### config.mk
export PLATFORM = sky130hd
export DESIGN_NAME = ifetch_queue
export DESIGN_NICKNAME = d
export VERILOG_FILES = /design/src/rtl/ifetch_queue.sv
export SDC_FILE = /design/constraint.sdc
export NUM_CORES = 1
export LEC_CHECK = 0
export ABC_AREA = 1
export BUFFER_PORTS_ARGS = -buffer_cell sky130_fd_sc_hd__buf_2
export CAP_MARGIN = 20
export CORE_MARGIN = 2
export CORE_UTILIZATION = 35
export DETAILED_ROUTE_END_ITERATION = 6
export GPL_TIMING_DRIVEN = 1
export PLACE_DENSITY_LB_ADDON = 0.05
export SETUP_SLACK_MARGIN = 0.05
export SLEW_MARGIN = 30
export SYNTH_ARGS = -nofsm -noshare
export SYNTH_HDL_FRONTEND = slang
export SYNTH_SLANG_ARGS = --single-unit
### constraint.sdc
create_clock -name clk -period 8.1 [get_ports clk]
set_clock_uncertainty 0.2 [all_clocks]
set_input_delay 1.215 -clock clk [delete_from_list [all_inputs] [get_ports clk]]
set_output_delay 1.215 -clock clk [all_outputs]
set_load 0.05 [all_outputs]
### src/rtl/ifetch_queue.sv
// rtl/ifetch_queue.sv - sequential instruction fetch with a small prefetch queue; define IFETCH_DROP_CNT_EN to add the drop_count output
module ifetch_queue #(
  parameter logic [31:0] RESET_PC = 32'h0000_0200,
  parameter int          DEPTH    = 2
) (
  input  logic        clk,
  input  logic        reset,
  output logic        imem_req_valid,
  input  logic        imem_req_ready,
  output logic [31:0] imem_req_addr,
  input  logic        imem_resp_valid,
  input  logic [31:0] imem_resp_data,
  input  logic        redirect_valid,
  input  logic [31:0] redirect_pc,
  output logic        inst_valid,
  input  logic        inst_ready,
  output logic [31:0] inst_data,
  output logic [31:0] inst_pc
`ifdef IFETCH_DROP_CNT_EN
  ,
  output logic [31:0] drop_count
`endif
);

  localparam int PW = $clog2(DEPTH);
  // One extra bit beyond what count needs so occupancy (count + inflight) never overflows.
  localparam int CW = PW + 2;
  localparam logic [CW-1:0] DEPTH_C = CW'(DEPTH);

  logic [31:0]   fetch_pc;
  logic [31:0]   inflight_pc;
  logic          inflight;
  logic          kill;
  logic [63:0]   q_mem [DEPTH];
  logic [PW-1:0] rd_ptr;
  logic [PW-1:0] wr_ptr;
  logic [CW-1:0] count;
  logic [CW-1:0] occ;
  logic          accept;
  logic          enq;
  logic          deq;

  // Issue, enqueue and dequeue decisions; a slot is reserved for every request in flight
  always_comb begin
    inst_valid     = !reset && (count != '0) && !redirect_valid;
    deq            = inst_valid && inst_ready;
    occ            = count + CW'(inflight) - CW'(deq);
    imem_req_valid = !reset && !redirect_valid && (occ < DEPTH_C);
    accept         = imem_req_valid && imem_req_ready;
    enq            = imem_resp_valid && inflight && !kill && !redirect_valid;
  end

  assign imem_req_addr = fetch_pc;
  assign inst_pc       = q_mem[rd_ptr][63:32];
  assign inst_data     = q_mem[rd_ptr][31:0];

  // Fetch pointer, in-flight tracking and queue bookkeeping; redirect flushes everything
  always_ff @(posedge clk) begin
    if (reset) begin
      fetch_pc    <= RESET_PC;
      inflight_pc <= '0;
      inflight    <= 1'b0;
      kill        <= 1'b0;
      count       <= '0;
      rd_ptr      <= '0;
      wr_ptr      <= '0;
    end else begin
      inflight <= accept;
      kill     <= redirect_valid && inflight;
      if (accept) inflight_pc <= fetch_pc;
      if (redirect_valid) begin
        fetch_pc <= {redirect_pc[31:2], 2'b00};
        count    <= '0;
        rd_ptr   <= '0;
        wr_ptr   <= '0;
      end else begin
        if (accept) fetch_pc <= fetch_pc + 32'd4;
        if (enq)    wr_ptr   <= wr_ptr + PW'(1);
        if (deq)    rd_ptr   <= rd_ptr + PW'(1);
        count <= count + CW'(enq) - CW'(deq);
      end
    end
  end

  // Queue storage holds {pc, instruction}; contents need no reset since count gates visibility
  always_ff @(posedge clk) begin
    if (!reset && enq) q_mem[wr_ptr] <= {inflight_pc, imem_resp_data};
  end

`ifdef IFETCH_DROP_CNT_EN
  // Count responses thrown away by a redirect in the same cycle or by the following kill cycle
  always_ff @(posedge clk) begin
    if (reset) begin
      drop_count <= '0;
    end else if (imem_resp_valid && (kill || (inflight && redirect_valid))) begin
      drop_count <= drop_count + 32'd1;
    end
  end
`endif

endmodule
==> impl_metrics.yaml <==
status:
  status: "completed"
critical_path:
  setup.worst_path.start_class: "input port"
  critical_path_class: "input port to output pin"
  worstPathMaxFanout: 38
  r2r_cells: 16
  arrival_ps: 4540
  crit_start: "reset"
  worstPathRequired_ps: 6680
  r2r_end: "imem_req_addr[12]"
  crit_path_end: "imem_req_valid"
  crit_path_end_kind: "output pin"
  r2r_slack_ps: 3960
  timing.rr.start: "count[1]"
hold_path:
  hold_start: "inflight_pc[11]"
  hold-path-cell-count: 0
  hold_class: "flip-flop to flip-flop"
route:
  wl_per_cell_um: 15.6
  vias_per_cell: 4.74
  wl_mm: 18.9
  drt-initial-drc-count: 289
  drc: 0
  drtAntennaViolNets: 0
  vias: 5714
  firstDrtPassIters: 4
placement:
  gp_congestion: 0.862
  place.port_buffers: 161
  hpwl_mm: 12.6
  preCtsSetupSlack_ps: 2020
  placed_area_um2: 9130
  dp_cells: 1174
clocking:
  cts_tree: "yes"
  clock_latency_ps: 430
  htree_levels: 4
  cts_root_buf: "clkbuf_16"
  cts.path.max_buffers: 2
  cts.sinks: 192
  cts_setup_buffers: 0
  clk_pin_slew_ps: 70
  hold_buffers: 0
  cts-buffers-inserted: 17
  post_cts_resized: 0
timing:
  grt_setup_unrepaired: "false"
  finalCriticalPeriod_ps: 5960
  setup_viol: 0
  finalWorstSetupSlack_ps: 2140
  clock.fmax_ghz: 0.168
  whs_ps: 255
  final.period_utilization_pct: 73.5
  fin_tns_setup_ps: 0
  relSlewSlack_pct: 41.1
  worstMarginPinSlew_ps: 883
  drv_slew: 0
  hold_violations: 0
yosys:
  yosysTopAreaCellShare_pct: 46.2
  avgSynthCellArea_um2: 10.7
  syn_inst: 753
  synth_flop_cell: "edfxtp_1"
  ys_async_sr_fraction_pct: 0
  synthesis.area_um2: 8070
  ys_warn_count: 0
  netlist_top_cells_area: "edfxtp_1 46%, dfxtp_1 17%, mux2_2 8.8%, nand2_1 7.9%, nand3_1 4.0%"
  ys_types: 30
  synth_seq_cells: 192
  yosysTopAreaCell: "edfxtp_1"
  ys_seq_area_share_pct: 63.0
  synth_edf_count: 124
die:
  initial_core_util_pct: 35.6
  dieArea_um2: 24300
  ios: 168
  fp.dieW_um: 156
  die_y_um: 156
  core_um2: 22600
  rows: 55
global_route:
  grt_pass1_wl_mm: 29.8
  grt.total_usage_pct: 15.9
  grt_start_max_net_pins: 63
  gr-total-overflow: 0
  antenna_found_initial: 1
  grt_pass1_vias: 5629
job:
  max_cap_violations: 0
cells_and_area:
  fin_util_pct: 42.8
  diodes: 0
  mostFrequentLayoutCell: "nand2_1"
  drive_gt1_share_pct: 29.8
  final_cell_count_no_fill: 1206
  finish.net_count: 984
  fin_area_um2: 9700
  syn_to_final_growth_pct: 20.2
  final_cell_mix: "170 x nand2_1, 161 x buf_2, 124 x edfxtp_1"
  fillers: 2206
power_and_ir_drop:
  powerDensity_nw_per_um2: 210
  ir_worst_vdd_v: 0.000120
  power.leakage_nw: 3.79
  total_power_mw: 2.03
==> area by class of cell <==
| class | count | area [um^2] | area share (%) |
|---|---|---|---|
| multi-input cells | 468 | 2610 | 26.9 |
| flip-flops and latches | 192 | 5090 | 52.4 |
| well taps | 285 | 357 | 3.68 |
| repair buffers | 166 | 843 | 8.69 |
| clock inverters | 15 | 146 | 1.51 |
| inverters | 63 | 236 | 2.44 |
| clock buffers | 17 | 425 | 4.39 |
==> Yosys cell counts, types with 4 or more instances <==
cell type	count
clkbuf_1	13
xor2_1	6
nor2_1	48
nor2_2	5
nand3_1	64
o21ai_0	28
a21oi_1	54
mux2_2	63
edfxtp_1	124
inv_1	60
ha_1	4
buf_2	10
buf_4	7
nand2_1	170
xnor2_1	4
dfxtp_1	68
==> power by group <==
group / leakage (nW) / internal (mW) / switching, mW
combinational: 1.82 / 0.0398 / 0.100
sequential: 1.69 / 1.06 / 0.0213
clock: 0.284 / 0.435 / 0.383
==> critical path: stages <==
cell,delay [ps]
buf_2,630
inv_2,450
nand2_4,240
a31oi_1,80
nand2_1,130
inv_1,80
ha_1,260
or2_2,300
fa_1,490
inv_1,50
nor2_2,110
nand3_1,150
inv_1,80
buf_2,250
==> how the worst min path moves through the flow <==
| stage | end |
|---|---|
| 2_1_floorplan | q_mem[0][37] |
| 3_3_place_gp | q_mem[0][38] |
| 3_5_place_dp | q_mem[1][37] |
| 4_1_cts | q_mem[0][60] |
| 5_1_grt | q_mem[0][40] |
| 6_report | q_mem[0][43] |
==> sequential cells by signal (all words and copies together), names as in the netlist, named ones only <==
| name | count |
|---|---|
| count | 3 |
| imem_req_addr | 30 |
| inflight | 1 |
| inflight_pc | 30 |
| kill | 1 |
| q_mem | 124 |
| rd_ptr | 1 |
| wr_ptr | 1 |
==> cells by family after synthesis <==
group / share of synthesized area [%]
buffers and inverters: 4.95
adders and majority gates: 1.12
and+or+nand+nor: 15.4
muxes: 8.79
xor gates and xnor gates: 1.09
DFF: 63.0
AOI/OAI and AO/OA: 5.63
other: 0.0465
==> metal layers <==
metal	share of wire [%]	track usage, %	vias to the layer above
li1	-	-	2858
met2	48	26.5	156
met1	45	20.4	2685
met5	0	0	-
met4	0.93	4.63	0
met3	5.7	4.03	15
Note: power is estimated with default switching activity, not from simulation.
